File: src/rtl/ctx_stack_seq.sv
// ctx_stack_seq: moves registers between a small register file and a CPU
// hardware stack. A save pushes r0..rN-1 in ascending order; a restore pops
// them back in descending order. The stack samples its strobes on the falling
// edge, so popped data is written back to the register file one cycle after
// each pop. A final WB state carries out the last of those writes.
module ctx_stack_seq #(
  parameter int DEPTH = 1024,
  parameter int NREG  = 16
) (
  input  logic                         clk_i,
  input  logic                         reset_i,
  input  logic                         start_save_i,
  input  logic                         start_restore_i,
  input  logic [4:0]                   count_i,
  output logic [$clog2(NREG)-1:0]      reg_raddr_o,
  input  logic [31:0]                  reg_rdata_i,
  output logic                         reg_we_o,
  output logic [$clog2(NREG)-1:0]      reg_waddr_o,
  output logic [31:0]                  reg_wdata_o,
  output logic                         stk_push_o,
  output logic                         stk_pop_o,
  output logic [31:0]                  stk_d_o,
  input  logic [31:0]                  stk_q_i,
  output logic                         busy_o,
  output logic                         done_o,
  output logic                         err_o,
  output logic [$clog2(DEPTH+1)-1:0]   depth_o
);

  localparam int AW = $clog2(NREG);
  localparam int DW = $clog2(DEPTH + 1);
  localparam logic [DW:0] DEPTH_C = (DW+1)'(DEPTH);
  localparam logic [4:0]  NREG_C  = 5'(NREG);

  typedef enum logic [1:0] {
    S_IDLE    = 2'd0,
    S_SAVE    = 2'd1,
    S_RESTORE = 2'd2,
    S_WB      = 2'd3
  } state_e;

  state_e          state_q;
  logic [AW-1:0]   idx_q;
  logic [4:0]      rem_q;
  logic [DW-1:0]   depth_q;
  logic            done_q;
  logic            err_q;
  logic            wb_vld_q;
  logic [AW-1:0]   wb_addr_q;

  // Admission arithmetic is done one bit wider than depth so the sum with
  // count cannot wrap and hide an overflow.
  logic [DW:0] cnt_ext;
  logic [DW:0] depth_ext;
  logic [DW:0] depth_sum;
  logic        save_bad;
  logic        restore_bad;

  assign cnt_ext     = {{(DW-4){1'b0}}, count_i};
  assign depth_ext   = {1'b0, depth_q};
  assign depth_sum   = depth_ext + cnt_ext;
  assign save_bad    = (count_i > NREG_C) || (depth_sum > DEPTH_C);
  assign restore_bad = (count_i > NREG_C) || (cnt_ext > depth_ext);

  // Sequencer: admission, idx/remaining stepping, occupancy and status pulses.
  always_ff @(posedge clk_i) begin
    if (!reset_i) begin
      state_q   <= S_IDLE;
      idx_q     <= '0;
      rem_q     <= '0;
      depth_q   <= '0;
      done_q    <= 1'b0;
      err_q     <= 1'b0;
      wb_vld_q  <= 1'b0;
      wb_addr_q <= '0;
    end else begin
      done_q   <= 1'b0;
      err_q    <= 1'b0;
      wb_vld_q <= 1'b0;
      case (state_q)
        S_IDLE: begin
          // Save has priority over a simultaneous restore.
          if (start_save_i) begin
            if (save_bad) begin
              err_q <= 1'b1;
            end else if (count_i == 5'd0) begin
              done_q <= 1'b1;
            end else begin
              state_q <= S_SAVE;
              idx_q   <= '0;
              rem_q   <= count_i;
            end
          end else if (start_restore_i) begin
            if (restore_bad) begin
              err_q <= 1'b1;
            end else if (count_i == 5'd0) begin
              done_q <= 1'b1;
            end else begin
              state_q <= S_RESTORE;
              idx_q   <= AW'(count_i - 5'd1);
              rem_q   <= count_i;
            end
          end
        end
        S_SAVE: begin
          depth_q <= depth_q + 1'b1;
          idx_q   <= idx_q + 1'b1;
          rem_q   <= rem_q - 1'b1;
          if (rem_q == 5'd1) begin
            state_q <= S_IDLE;
            idx_q   <= '0;
            done_q  <= 1'b1;
          end
        end
        S_RESTORE: begin
          // Remember which register this pop belongs to; the data arrives
          // on the falling edge and is written during the next cycle.
          depth_q   <= depth_q - 1'b1;
          wb_vld_q  <= 1'b1;
          wb_addr_q <= idx_q;
          idx_q     <= idx_q - 1'b1;
          rem_q     <= rem_q - 1'b1;
          if (rem_q == 5'd1) begin
            state_q <= S_WB;
            idx_q   <= '0;
          end
        end
        S_WB: begin
          state_q <= S_IDLE;
          done_q  <= 1'b1;
        end
        default: state_q <= S_IDLE;
      endcase
    end
  end

  // Strobes and data paths decode directly from the state register.
  assign stk_push_o  = (state_q == S_SAVE);
  assign stk_pop_o   = (state_q == S_RESTORE);
  assign reg_raddr_o = stk_push_o ? idx_q : '0;
  assign stk_d_o     = stk_push_o ? reg_rdata_i : '0;
  assign reg_we_o    = wb_vld_q;
  assign reg_waddr_o = wb_addr_q;
  assign reg_wdata_o = wb_vld_q ? stk_q_i : '0;
  assign busy_o      = (state_q != S_IDLE);
  assign done_o      = done_q;
  assign err_o       = err_q;
  assign depth_o     = depth_q;

endmodule

File: config.mk
export PLATFORM = sky130hd
export DESIGN_NAME = ctx_stack_seq
export DESIGN_NICKNAME = d
export VERILOG_FILES = /design/src/rtl/ctx_stack_seq.sv
export SDC_FILE = /design/constraint.sdc
export NUM_CORES = 1
export LEC_CHECK = 0
export CORE_UTILIZATION = 67
export CTS_BUF_LIST = sky130_fd_sc_hd__clkbuf_4
export DETAILED_ROUTE_END_ITERATION = 8
export DONT_BUFFER_PORTS = 1
export PLACE_DENSITY_LB_ADDON = 0.3
export SLEW_MARGIN = 20
export SYNTH_ARGS = -nofsm -noshare
export SYNTH_HDL_FRONTEND = slang
export SYNTH_SLANG_ARGS = --single-unit
File: constraint.sdc
create_clock -name clk_i -period 8.4 [get_ports clk_i]
set_input_delay 1.26 -clock clk_i [delete_from_list [all_inputs] [get_ports clk_i]]
set_output_delay 1.26 -clock clk_i [all_outputs]
set_load 0.01 [all_outputs]
==> metrics.txt, run 1 <==
postcts setup bufs=0; Async SR Flop Fraction=0%; router iterations before antenna repair=4; Total GRT Usage=31.23%; final-stage net count=493; CP delay by family, top=simple AND/OR/NAND/NOR gates; most common cell after layout, fill and taps aside=and2_1; num ports=162; clock buffer count from CTS=5; Worst-Margin Slew=between 1 and 1.5 ns; EDFF count, synth=0; peak supply drop=approximately 0.18 mV; Critical Path End Type=flop; vias=around 2900; WP data arrival=approximately 4.0 ns; status=finished, final reports clean; Die Y=69.56 µm; largest net degree at the start of global routing=41; Final setup viols=0; placed cell count=433; CTS Buffer Depth=2; DR WL/cell=approximately 17 µm; synthesized net count=505; RSZ-0062 raised after global routing=no; startpoint types=input port; final hold vios=0; Mapped Cells=400; max_cap viols=0; class of the worst hold path=flop to flop; core area=4384 µm²; Hold Slack=0.5163 ns; row count=24; Detailed Route Iter0 Violations=160; Layout Skew=0.01600 ns; clk slew on worst S/H paths=roughly 0.090 ns; Critical-path top delay cell=or4_1; final WL=7619 µm; most frequent cells in the layout=and2_1, nor2_1, ha_1, dfxtp_1, nand2_1; Worst-Skew Late Latency=0.34 ns; number of port buffers=0; share of cells above drive strength 1=4.381%; fin cells=441; Synth top area share=a little under a fifth; Final Cycle Share=45.27%; DR DRC count=0; root buf cell=clkbuf_4; CTS tree=built; Yosys top cell by area=dfxtp_1; CTS resizes=0; biggest cell delay along the critical path=between 0.4 and 0.5 ns; Post-Syn Area per Cell=7.645 µm²; CP required=8.63 ns; ranking of synthesized cells by area=dfxtp_1, and2_1, ha_1; Ys Warns=0; #FFs+latches synth=29; Leak=about 1.3 nW; sequential share of the synthesized area=18.99%; vias in the first global route=2687; first-pass GRT wire length=12230 µm; hold buffers post-CTS=0; Detail Placement HPWL=approximately 5900 µm; routability congestion estimate=0.9354; Sink Count=29; Crit Path Category=input port to flop; ordered cell list for the critical path=ha_1, inv_1, fa_1, or2_1, a221oi_2, nor2_1, or4_1, or3_4, a41o_1, a311o_1; Synth Cell Area=3058 µm²; DR vias/cell=6.469; H-tree levels=2; maximum fanout along the worst path=12; starting density of the core=69.75%; die area=4838 µm²; Die Wd=just under 70 µm; Final Max Tran Viols=0; power per cell area=about 320 nW/µm²; Final Critical Period=3.803 ns; Area Growth Syn to Fin=1.473%; Worst slew margin=32.22%; Overflow after GRT=0; setup TNS=0 ns; Buf+Inv Stages, Crit Path=1; initial antenna violation count=2; post-synth cell types=56; top_reg_cell synth=dfxtp_1; antenna-violating nets left=0; Fmax achieved=0.2630 GHz
per-stage QoR:
step	util (%)	power [mW]	worst slack, ns	area [µm²]
2_1_floorplan	-	0.7925	4.379	3058
3_3_place_gp	69.61	0.8814	4.303	3052
3_5_place_dp	69.61	0.8999	4.253	3052
4_1_cts	70.72	0.9850	4.608	3100
5_1_grt	70.72	1.075	4.432	3100
6_report	70.78	0.9885	4.597	3103
area by class of cell:
type,count,area (µm²)
antenna,1,2.502
multi-input combinational,325,2297
sequential,29,580.6
clock inverter,1,3.754
inverter,25,93.84
tap,52,65.06
timing repair buffer,2,15.01
fill,369,1281
clock buffer,6,45.04
sequential cells by signal (all words and copies together), names as in the netlist:
name,count
reg_we_o,1
state_q,2
idx_q,4
done_o,1
depth_o,11
rem_q,5
err_o,1
reg_waddr_o,4
kinds of logic after synthesis:
logic type                 Yosys count  share of synthesized area [%]
and+or+nand+nor                    191                          34.66
adders and majority gates           32                          13.58
DFF                                 29                          18.99
muxes                               21                          6.874
buffers and inverters               46                          5.892
xor gates and xnor gates            13                          3.723
AOI/OAI and AO/OA                   68                          16.29
tightest hold or removal path, stage by stage (launching register included):
cell      delay, ns
dfxtp_1        0.32
inv_1          0.09
a211oi_1       0.07
cells in the mapped netlist (all sizes together) (2+ instances only):
library cell  number
o22ai              2
nor3              12
a221o              2
nand4b             3
a21oi             10
nand2b             4
nand3              7
clkbuf            20
a221oi             4
o211ai             2
xnor2             10
o221ai             2
a211oi             5
nand4              5
o31ai              2
xor2               3
and3               3
mux2i             21
nand2             26
fa                 2
nand3b             4
nor2              34
ha                30
and2              71
o21ai             11
nor2b              6
o21a               2
dfxtp             29
or2                4
a21o               5
a31oi              6
or4                2
nor3b              2
nor4b              2
o21bai             5
inv               25
worst paths after layout:
kind / startpoint / endpoint / slack (ns) / depth (start not counted)
max: count_i[0] / rem_q[3] / 4.60 / 10
min: rem_q[1] / rem_q[1] / 0.52 / 2
max reg2reg: depth_o[0] / rem_q[3] / 4.94 / 10
min reg2reg: rem_q[1] / rem_q[1] / 0.52 / 2
routing by layer:
layer,vias to the layer above,track usage [%],share of wire [%]
met5,-,0,0.17
met4,2,15.19,2.5
met3,18,9.448,7.2
met2,124,50.05,49
met1,1346,37.94,41
li1,1363,-,-
report_power, final:
part,internal (mW),total (mW),switching (mW)
Sequential,0.180,0.255,0.0753
Combinational,0.268,0.649,0.381
Clock,0.0336,0.0843,0.0507
Total,0.481,0.988,0.507
Note: power is estimated with default switching activity, not from simulation.
==> run 2: changes to the inputs <==
- clock period: 8.4 -> 3.5 ns (I/O delays scaled with it)
==> metrics.txt, run 2 (synthesis gave the netlist of run 1 again) <==
status=finished, final reports clean; worst r2r src=depth_o[0]; dpl ws=0.1406 ns (-4.112 ns); postcts setup bufs=0 (unchanged); initial antenna violation count=1 (-1); WL met3=659 µm (+20%); CP required=3.73 ns (-4.90 ns); share of cells above drive strength 1=5.598% (+1.2 points); Int Power=1.266 mW (+160%); Total GRT Usage=32.42% (+1.2 points); Buf+Inv Stages, Crit Path=1 (unchanged); startpoint types=flop; core area=4384 µm² (unchanged); power per cell area=796.0 nW/µm² (+150%); CTS Buffer Depth=2 (unchanged); antenna-violating nets left=0 (unchanged); placed cell count=437 (+0.92%); clk slew on worst S/H paths=0.10 ns (about the same); root buf cell=clkbuf_4; area of the multi-input gates=2297 µm² (unchanged); DR DRC count=0 (unchanged); row count=24 (unchanged); setup TNS=0 ns (unchanged); Detailed Route Iter0 Violations=155 (-3.1%); biggest cell delay along the critical path=0.50 ns (about the same); CTS tree=built; class of the worst hold path=input port to flop; Die Wd=69.56 µm (unchanged); Area Growth Syn to Fin=3.355%; RSZ-0062 raised after global routing=no; WP data arrival=3.46 ns (-0.58 ns); Setup WS post-layout=0.2633 ns (-4.334 ns); final-stage net count=497 (+0.81%); fin cells=445 (+0.91%); Hold Slack=0.2849 ns (-0.2314 ns); die area=4838 µm² (unchanged); Final Cycle Share=92.48%; Sequential Power Share=23.7% (-2.1 points); Routed met2 length=3817 µm (+2.9%); num ports=162 (unchanged); Fmax achieved=between 0.3 and 0.4 GHz; Critical Path End Type=flop; max reg flops=11 (unchanged); CP delay by family, top=simple AND/OR/NAND/NOR gates; Sw Ratio=49.66% (-1.7 points); n_diodes=0 (-1); most common cell after layout, fill and taps aside=and2_1; Worst slew margin=48.93% (+17 points); clock buffer count from CTS=5 (unchanged); Die Y=69.56 µm (unchanged); Worst-Margin Slew=0.7652 ns (-0.2516 ns); starting density of the core=69.75% (unchanged); DR WL/cell=17.73 µm (+2.7%); sequential cell area=580.6 µm² (unchanged); crit path from=depth_o[0]; H-tree levels=2 (unchanged); first-pass GRT wire length=12640 µm (+3.4%); clock group share of total power=11.6% (+3.1 points); uppermost routed layer=met5; Crit Path Category=flop to flop; router iterations before antenna repair=5 (+1); vias=2851 (-0.070%); Final Critical Period=3.237 ns; DR vias/cell=6.407 (-0.97%); Switching Power=1.249 mW (+150%); final hold vios=0 (unchanged); Min-Delay Startpoint=reset_i; Worst-Skew Late Latency=0.35 ns (about the same); largest net degree at the start of global routing=40 (-2.4%); fillers=340 (-7.9%); Leak=1.360 nW (+2.6%); vias in the first global route=2607 (-3.0%); Sink Count=29 (unchanged); ordered cell list for the critical path=ha_1, inv_1, fa_1, or2_1, a221oi_2, nor2_1, or4_1, or3_4, a31oi_2, a31oi_1, mux2i_1; M1 WL=3261 µm (+3.5%); peak supply drop=0.3955 mV (+120%); Critical-path top delay cell=or4_1; routability congestion estimate=0.9624 (+2.9%); most frequent cells in the layout=and2_1, nor2_1, ha_1, dfxtp_1, nand2_1; Detail Placement HPWL=6135 µm (+3.9%); Final Total Pwr=2.516 mW (+150%); Final setup viols=0 (unchanged); combinational power share=64.8% (-0.8 points); maximum fanout along the worst path=4 (-8); max_cap viols=0 (unchanged); hold buffers post-CTS=0 (unchanged); number of port buffers=0 (unchanged); Layout Skew=0.006208 ns (-0.009796 ns); final WL=7892 µm (+3.6%); CTS resizes=0 (unchanged); Overflow after GRT=0 (unchanged); Final Max Tran Viols=0 (unchanged)
run 2: layout make-up:
class                   count  share of cell area (%)
flip-flops and latches     29                   18.37
well taps                  52                   2.059
inverters                  25                   2.969
multi-input cells         325                   72.68
repair buffers              6                   1.425
clock inverters             2                   1.069
clock buffers               6                   1.425
run 2: path summary, 6_finish.rpt:
path | to | slack (ns) | depth (start not counted)
setup / recovery | idx_q[3] | 0.26 | 11
hold / removal | depth_o[8] | 0.28 | 1
hold reg to reg | rem_q[4] | 0.52 | 2
setup reg to reg | idx_q[3] | 0.26 | 11
run 2: power groups by stage:
stage	Combinational, mW	Clock [mW]	Sequential, mW
floorplan	1.34	0	0.562
global placement	1.57	0	0.595
detailed placement	1.60	0	0.599
CTS	1.61	0.293	0.592
global route	1.80	0.308	0.617
finish	1.63	0.291	0.595
run 2: metal layers:
metal | track usage [%] | up-vias
li1 | - | 1369
met1 | 40.81 | 1297
met2 | 53.83 | 162
met3 | 8.721 | 21
met4 | 9.977 | 2
met5 | 0 | -
run 2: through the flow:
| step | cell area [µm²] | util [%] |
|---|---|---|
| after floorplan | 3058 | - |
| after global placement | 3082 | 70.29 |
| after detailed placement | 3082 | 70.29 |
| after CTS | 3161 | 72.09 |
| after global routing | 3161 | 72.09 |
| final | 3161 | 72.09 |
run 2: worst reg2reg max path: cells and delay by family (launching register included):
| family | cells | cell delay [ns] |
|---|---|---|
| AOI/OAI and AO/OA | 3 | 0.80 |
| and+or+nand+nor | 4 | 1.21 |
| muxes | 1 | 0.17 |
| adders and majority gates | 2 | 0.56 |
| DFF | 1 | 0.34 |
| buffers and inverters | 1 | 0.05 |
==> run 3: changes to the inputs <==
- CORE_UTILIZATION: 67 -> 65
- CTS_BUF_LIST: sky130_fd_sc_hd__clkbuf_4 -> unset
- GPL_TIMING_DRIVEN: unset -> 0
- SLEW_MARGIN: 20 -> 5
==> metrics.txt, run 3 (synthesis gave the netlist of run 1 again) <==
final-stage net count=512 (+3.0%); Total GRT Usage=34.01% (+1.6 points); Worst slew margin=49.63% (+0.70 points); Detail Placement HPWL=6781 µm (+11%); Area Growth Syn to Fin=5.565%; ordered cell list for the critical path=ha_2, inv_1, fa_2, or2_1, a221oi_2, nor2_1, or4_1, or3_4, a41o_1, buf_6, a311o_1; dpl ws=0.02182 ns (-0.1188 ns); largest net degree at the start of global routing=14 (-65%); final hold vios=0 (unchanged); max reg flops=11 (unchanged); violated checks=DRC; CTS Buffer Depth=2 (unchanged); hold path depth=3 (+2); Crit Path Category=flop to flop; vias in the first global route=2714 (+4.1%); antenna-violating nets left=0 (unchanged); peak supply drop=0.4190 mV (+5.9%); CP required=3.67 ns (-0.06 ns); DR vias/cell=6.349 (-0.91%); Min-Delay Startpoint=count_i[4]; status=complete, but fails checks; clock buffer count from CTS=5 (unchanged); initial antenna violation count=0 (-1); Final Total Pwr=2.581 mW (+2.6%); CTS tree=built; hold buffers post-CTS=0 (unchanged); Fmax achieved=0.2991 GHz (-3.2%); Die Wd=70.59 µm (+1.5%); WP data arrival=3.51 ns (+0.05 ns); class of the worst hold path=input port to flop; Final Cycle Share=95.52% (+3.0 points); Setup WS post-layout=0.1570 ns (-0.1064 ns); Critical Path End Type=flop; Die Y=70.59 µm (+1.5%); Overflow after GRT=0 (unchanged); sequential cell area=585.6 µm² (+0.86%); H-tree levels=2 (unchanged); postcts setup bufs=0 (unchanged); router iterations before antenna repair=6 (+1); die area=4983 µm² (+3.0%); max_cap viols=0 (unchanged); most frequent cells in the layout=and2_1, nor2_1, ha_1, dfxtp_1, nand2_1; number of port buffers=0 (unchanged); DR DRC count=26 (+26); vias=2914 (+2.2%); Worst-Skew Late Latency=0.28 ns (-0.07 ns); placed cell count=452 (+3.4%); DR WL/cell=18.92 µm (+6.7%); Sink Count=29 (unchanged); final WL=8682 µm (+10%); Final Max Tran Viols=0 (unchanged); Layout Skew=0.006556 ns (+0.0003484 ns); startpoint types=flop; core area=4444 µm² (+1.4%); share of cells above drive strength 1=5.405% (-0.19 points); crit path from=depth_o[0]; Final setup viols=0 (unchanged); starting density of the core=68.81% (-0.94 points); Worst-Margin Slew=0.7556 ns (-0.009615 ns); fillers=365 (+7.4%); num ports=162 (unchanged); Final Critical Period=3.343 ns (+0.1064 ns); Leak=1.358 nW (-0.17%); n_diodes=0 (unchanged); maximum fanout along the worst path=10 (+6); biggest cell delay along the critical path=0.49 ns (about the same); power per cell area=799.7 nW/µm² (+0.46%); fin cells=459 (+3.1%); row count=24 (unchanged); root buf cell=clkbuf_8; Detailed Route Iter0 Violations=235 (+52%); area of the multi-input gates=2311 µm² (+0.60%); most common cell after layout, fill and taps aside=and2_1; Reg2Reg Depth=11 (unchanged); Critical-path top delay cell=or4_1; worst r2r src=depth_o[0]; routability congestion estimate=0.8690 (-9.7%); first-pass GRT wire length=13340 µm (+5.5%); clk slew on worst S/H paths=0.07 ns (-0.03 ns)
## run 3: changes by cell type in the layout (fill, tap and decap cells not counted), sizes merged
cell    delta
clkbuf    +21
buf        -5
bufinv     -1
clkinv     -1
## run 3: power by group
group / switching, mW / internal [mW] / total (mW) / leakage, nW
clock network: 0.132 / 0.156 / 0.288 / 0.0443
registers: 0.167 / 0.438 / 0.606 / 0.237
logic: 1.01 / 0.678 / 1.69 / 1.08
## run 3: layout make-up
type / instances / area share, %
Buffer: 21 / 2.674
Clock buffer: 7 / 2.674
Inverter: 25 / 2.907
Multi-Input combinational cell: 325 / 71.59
Sequential cell: 29 / 18.14
Tap cell: 52 / 2.016
## run 3: critical path, delay by kind of cell (launching register included)
family	cells	cell delay, ns
buf+inv	2	0.21
compound gates	3	0.89
simple gates	4	1.18
flops	1	0.40
fa+ha+maj	2	0.54
## run 3: what timing repair did
item                                    CTS  global route
endpoints found under the setup margin    1             7
resized for setup                         1             6
cloned                                    0             0
pin swaps                                 0             2
## run 3: worst paths after layout
path / slack, ns / endpoint
max: 0.16 / rem_q[3]
min reg2reg: 0.52 / state_q[1]
min: 0.50 / done_o
max reg2reg: 0.16 / rem_q[3]
## run 3: routing by layer
layer / GRT usage (%) / wire length [µm] / vias up
li1: - / - / 1406
met1: 45.01 / 3737 / 1369
met4: 8.000 / 120 / 0
met3: 7.692 / 683 / 13
met2: 56.74 / 4141 / 126
met5: 0 / 0 / -
## run 3: metrics by stage
step,utilization [%],area [µm²],hold WS [ns],TNS (ns)
detailed placement,70.27,3123,0.5050,0
floorplan,-,3058,0.4713,0
global placement,70.27,3123,0.4917,0
global route,72.64,3228,0.5098,-0.0004756
finish,72.64,3228,0.4967,0
CTS,72.24,3211,0.4958,0
